`src/rtl/usb_slave_access_arbiter.sv`:
```
// Grants the shared UHCI register path to the AXI read FSM or the write FIFO head for ACCESS_CYCLES cycles.
// Grant is visible one cycle after arbitration, with one idle turnaround per access; requesters wait and no inputs are backpressured.
module usb_slave_access_arbiter #(
  parameter int ACCESS_CYCLES = 2
) (
  input  logic       clk,
  input  logic       rst,
  input  logic       rd_req,
  input  logic       empty,
  output logic [1:0] Read_en,
  output logic       fifo_rd_en,
  output logic       rd_done,
  output logic       wr_done,
  output logic       busy
);

  localparam int CW = $clog2(ACCESS_CYCLES + 1);
  localparam logic [CW-1:0] LAST = CW'(ACCESS_CYCLES - 1);

  typedef enum logic [1:0] {
    IDLE  = 2'd0,
    READ  = 2'd1,
    WRITE = 2'd2
  } state_t;

  state_t        state_q, state_d;
  logic [CW-1:0] cnt_q, cnt_d;
  logic          last_grant_q, last_grant_d;
  logic          last_cycle;

  always_ff @(posedge clk) begin
    if (rst) begin
      state_q      <= IDLE;
      cnt_q        <= '0;
      last_grant_q <= 1'b1;
    end else begin
      state_q      <= state_d;
      cnt_q        <= cnt_d;
      last_grant_q <= last_grant_d;
    end
  end

  // Done/pop strobes are masked by rst so an access cut short never pops the FIFO.
  always_comb begin
    state_d      = state_q;
    cnt_d        = cnt_q;
    last_grant_d = last_grant_q;
    last_cycle   = (cnt_q == LAST);
    Read_en      = 2'b00;
    fifo_rd_en   = 1'b0;
    rd_done      = 1'b0;
    wr_done      = 1'b0;
    busy         = 1'b0;
    case (state_q)
      IDLE: begin
        if (rd_req && (empty || last_grant_q)) begin
          state_d      = READ;
          cnt_d        = '0;
          last_grant_d = 1'b0;
        end else if (!empty) begin
          state_d      = WRITE;
          cnt_d        = '0;
          last_grant_d = 1'b1;
        end
      end
      READ: begin
        Read_en = 2'b01;
        busy    = 1'b1;
        if (last_cycle) begin
          rd_done = !rst;
          state_d = IDLE;
          cnt_d   = '0;
        end else begin
          cnt_d = cnt_q + 1'b1;
        end
      end
      WRITE: begin
        Read_en = 2'b10;
        busy    = 1'b1;
        if (last_cycle) begin
          wr_done    = !rst;
          fifo_rd_en = !rst;
          state_d    = IDLE;
          cnt_d      = '0;
        end else begin
          cnt_d = cnt_q + 1'b1;
        end
      end
      default: begin
        state_d = IDLE;
        cnt_d   = '0;
      end
    endcase
  end

endmodule

```
`config.mk`:
```
export PLATFORM = sky130hd
export DESIGN_NAME = usb_slave_access_arbiter
export DESIGN_NICKNAME = d
export VERILOG_FILES = /design/src/rtl/usb_slave_access_arbiter.sv
export SDC_FILE = /design/constraint.sdc
export NUM_CORES = 1
export LEC_CHECK = 0
export BUFFER_PORTS_ARGS = -buffer_cell sky130_fd_sc_hd__buf_2
export CAP_MARGIN = 20
export CORE_AREA = 10 10 47 49
export DETAILED_ROUTE_END_ITERATION = 16
export DIE_AREA = 0 0 57 59
export GPL_ROUTABILITY_DRIVEN = 0
export GPL_TIMING_DRIVEN = 0
export PLACE_DENSITY = 0.39
export SLEW_MARGIN = 20
export SYNTH_ARGS = -nofsm -noshare
export SYNTH_HDL_FRONTEND = slang
export SYNTH_SLANG_ARGS = --single-unit
```
`constraint.sdc`:
```
create_clock -name clk -period 3.1 [get_ports clk]
set_input_delay 0.93 -clock clk [delete_from_list [all_inputs] [get_ports clk]]
set_output_delay 0.93 -clock clk [all_outputs]
set_load 0.005 [all_outputs]
```
==> flow_metrics.env <==
export IMPL_setup_violations=0
export IMPL_synth_edf_count=0
export IMPL_wl_per_cell_microns=12.74
export IMPL_crit_chain="clkbuf_1, nor3b_1, buf_4, buf_2"
export IMPL_die_h_microns=59
export IMPL_required_ns=2.17
export IMPL_routed_wirelength_microns=777
export IMPL_dp_hpwl_microns=624
export IMPL_grt_ovfl_total=0
export IMPL_skew_ns=0.003672
export IMPL_portBuffers=8
export IMPL_powerDensity_nw_per_um2=656.4
export IMPL_die_area_sq_um=3363
export IMPL_die_w_microns=57
export IMPL_ys_seq_area_frac=0.3292
export IMPL_fillCellCount=165
export IMPL_worst_pin_slew_ns=0.3784
export IMPL_n_antenna_cell=0
export IMPL_cts_root_buf="clkbuf_4"
export IMPL_cts_buffers_inserted=3
export IMPL_vdd_drop_max_v=0.0002500
export IMPL_max_clock_path_buffers=2
export IMPL_grtUsageTotal=0.04888
export IMPL_clock_sinks=5
export IMPL_synth_main_ff_cell="dfxtp_1"
export IMPL_regToRegStartpoint="state_q[0]$_SDFFE_PP0P_"
export IMPL_synth_distinct_cells=19
export IMPL_cp_slowest_cell="nor3b_1"
export IMPL_syn_area_sq_um=304.0
export IMPL_ios=10
export IMPL_syn2layout_area_growth_pct=28.39
export IMPL_period_needed_ns=2.562
export IMPL_cp_end_kind="output pin"
export IMPL_leakage_nw=0.1671
export IMPL_post_cts_resized=0
export IMPL_slew_violations=0
export IMPL_seqPwrFrac=0.336
export IMPL_pwr_share_clk=0.291
export IMPL_hold_buffers=0
export IMPL_max_stage_delay_ns=0.27
export IMPL_finalHoldViolations=0
export IMPL_route_detailed_drc=0
export IMPL_ys_top_cells_by_count="5 x dfxtp_1, 4 x nand2b_1, 3 x ha_1, 3 x inv_1, 3 x nor2_1"
export IMPL_cap_violations=0
export IMPL_hp_class="flip-flop to flip-flop"
export IMPL_grt_max_degree=10
export IMPL_cts_htree_levels=1
export IMPL_combPwrFrac=0.372
export IMPL_ys_ff_latch=5
export IMPL_timing_final_crit_share=0.8263
export IMPL_ant_nets=0
export IMPL_vias_per_cell=4.508
export IMPL_final_area_sq_um=390.4
export IMPL_cp_start_kind="input pin"
export IMPL_grt_pass1_vias=285
export IMPL_p_int_mw=0.1688
export IMPL_switching_power_mw=0.08745
export IMPL_ff2ff_path_depth=4
export IMPL_holdPathStages=2
export IMPL_antenna_found_initial=0
export IMPL_rsz0062_at_grt="false"
export IMPL_slew_headroom=0.7477
export IMPL_synth_nets=40
export IMPL_ys_warn_count=0
export IMPL_insertion_delay_ns=0.24
export IMPL_dpl_cell_area_sq_um=364.1
export IMPL_crit_fanout=9
export IMPL_hold_end="cnt_q[1]$_SDFFE_PP0P_"
export IMPL_drive_gt1_frac=0.2889
export IMPL_row_count=14
export IMPL_reg2reg_slack_ns=1.78
export IMPL_setup_tns_ns=0
export IMPL_synth_area_leaders="dfxtp_1 33%, ha_1 12%, nand2b_1 8.2%"
export IMPL_grt_pass1_wl_microns=1235
export IMPL_start_util=0.2170
export IMPL_drtIter0Drc=1
export IMPL_synth_top_cell_area_share=0.3292
export IMPL_r2r_end="state_q[0]$_SDFFE_PP0P_"
export IMPL_syn_mean_instance_area_sq_um=9.213
export IMPL_power_switching_share=0.3413
export IMPL_cts_setup_buffers=0
export IMPL_coreArea_sq_um=1401
export IMPL_yosysTopAreaCell="dfxtp_1"
export IMPL_async_reset_ff_frac=0
export IMPL_cts_clk_slew_worst_paths_ns=0.04
export IMPL_crit_path_start="rst"
export IMPL_seqCellArea_sq_um=100.1
export IMPL_status="completed"
export IMPL_yosysMostFrequentCell="dfxtp_1"
export IMPL_fmax_ghz=0.3904
export IMPL_dr_pass1_iters=3
export IMPL_multi_input_area_sq_um=181.4
export IMPL_syn_instance_count=33
export IMPL_critPathKind="input pin to output pin"
export IMPL_final_net_count=53
export IMPL_num_vias=275
export IMPL_cts_tree="built"
export IMPL_cp_arrival_ns=1.63
export IMPL_holdCritStartpoint="cnt_q[1]$_SDFFE_PP0P_"
-- stage by stage --
stage / hold WS [ns] / util / setup WS (ns) / instances / total power, mW
after floorplan: 0.4273 / - / 0.6387 / 33 / 0.1522
after global placement: 0.4351 / 0.2598 / 0.5577 / 57 / 0.1779
after detailed placement: 0.4597 / 0.2598 / 0.5285 / 57 / 0.1832
after CTS: 0.4710 / 0.2786 / 0.5293 / 61 / 0.2609
after global routing: 0.5014 / 0.2786 / 0.4898 / 61 / 0.2773
final: 0.4818 / 0.2786 / 0.5384 / 61 / 0.2562
-- power by group through the flow --
stage               registers, mW  logic [mW]  clock network [mW]
finish                     0.0862      0.0954              0.0746
global route               0.0882       0.106              0.0828
CTS                        0.0861      0.0962              0.0785
detailed placement         0.0874      0.0958                   0
global placement           0.0865      0.0915                   0
floorplan                  0.0855      0.0667                   0
-- worst max path at each step --
stage | depth (start not counted) | slack (ns) | end
finish | 4 | 0.54 | wr_done
global route | 4 | 0.49 | wr_done
CTS | 4 | 0.53 | wr_done
global placement | 4 | 0.56 | wr_done
floorplan | 3 | 0.64 | wr_done
detailed placement | 4 | 0.53 | wr_done
-- logic make-up after synthesis --
family                   Yosys count  share of synthesized area
AND/OR/NAND/NOR                   12                     0.2510
AO/OA/AOI/OAI                      7                     0.1852
buffers and inverters              5                    0.07407
flip-flops                         5                     0.3292
adder cells (fa/ha/maj)            3                     0.1235
multiplexers                       1                    0.03703
-- cell type report --
class / instances / share of cell area
timing repair buffer: 8 / 0.1026
sequential: 5 / 0.2564
inverter: 3 / 0.02885
tap: 16 / 0.05128
buffer: 2 / 0.02885
clock buffer: 4 / 0.06731
multi-input combinational: 23 / 0.4647
-- registers in the layout, indices dropped and copies added (netlist names) --
| register | count |
|---|---|
| cnt_q | 2 |
| state_q | 2 |
| last_grant_q | 1 |
-- cell usage in the layout, fill, tap and decap left out, drive strengths merged --
| cell type | Yosys | routed |
|---|---|---|
| a221o | 1 | 1 |
| nand3b | 1 | 1 |
| a211o | 1 | 1 |
| nand2 | 1 | 1 |
| a2111o | 1 | 1 |
| a21oi | 1 | 1 |
| inv | 3 | 3 |
| ha | 3 | 3 |
| a21boi | 1 | 1 |
| clkbuf | 1 | 5 |
| nor2 | 3 | 3 |
| buf | 1 | 9 |
| o22ai | 1 | 1 |
| nand2b | 5 | 5 |
| dfxtp | 5 | 5 |
| mux2 | 1 | 1 |
| o31ai | 1 | 1 |
| nor3b | 2 | 2 |
-- per-layer routing --
layer	global-route usage	share of wire	vias to the layer above	routed length, microns
met3	0.04721	0.097	0	75
met2	0.07597	0.47	10	367
met5	0	0	-	0
met1	0.04643	0.43	127	334
li1	-	-	138	-
met4	0.01007	0	0	0
-- worst max-delay path: cells and delay by family --
family | cells | cell delay, ns
and+or+nand+nor | 1 | 0.27
buffers and inverters | 3 | 0.43
Note: power is estimated with default switching activity, not from simulation.
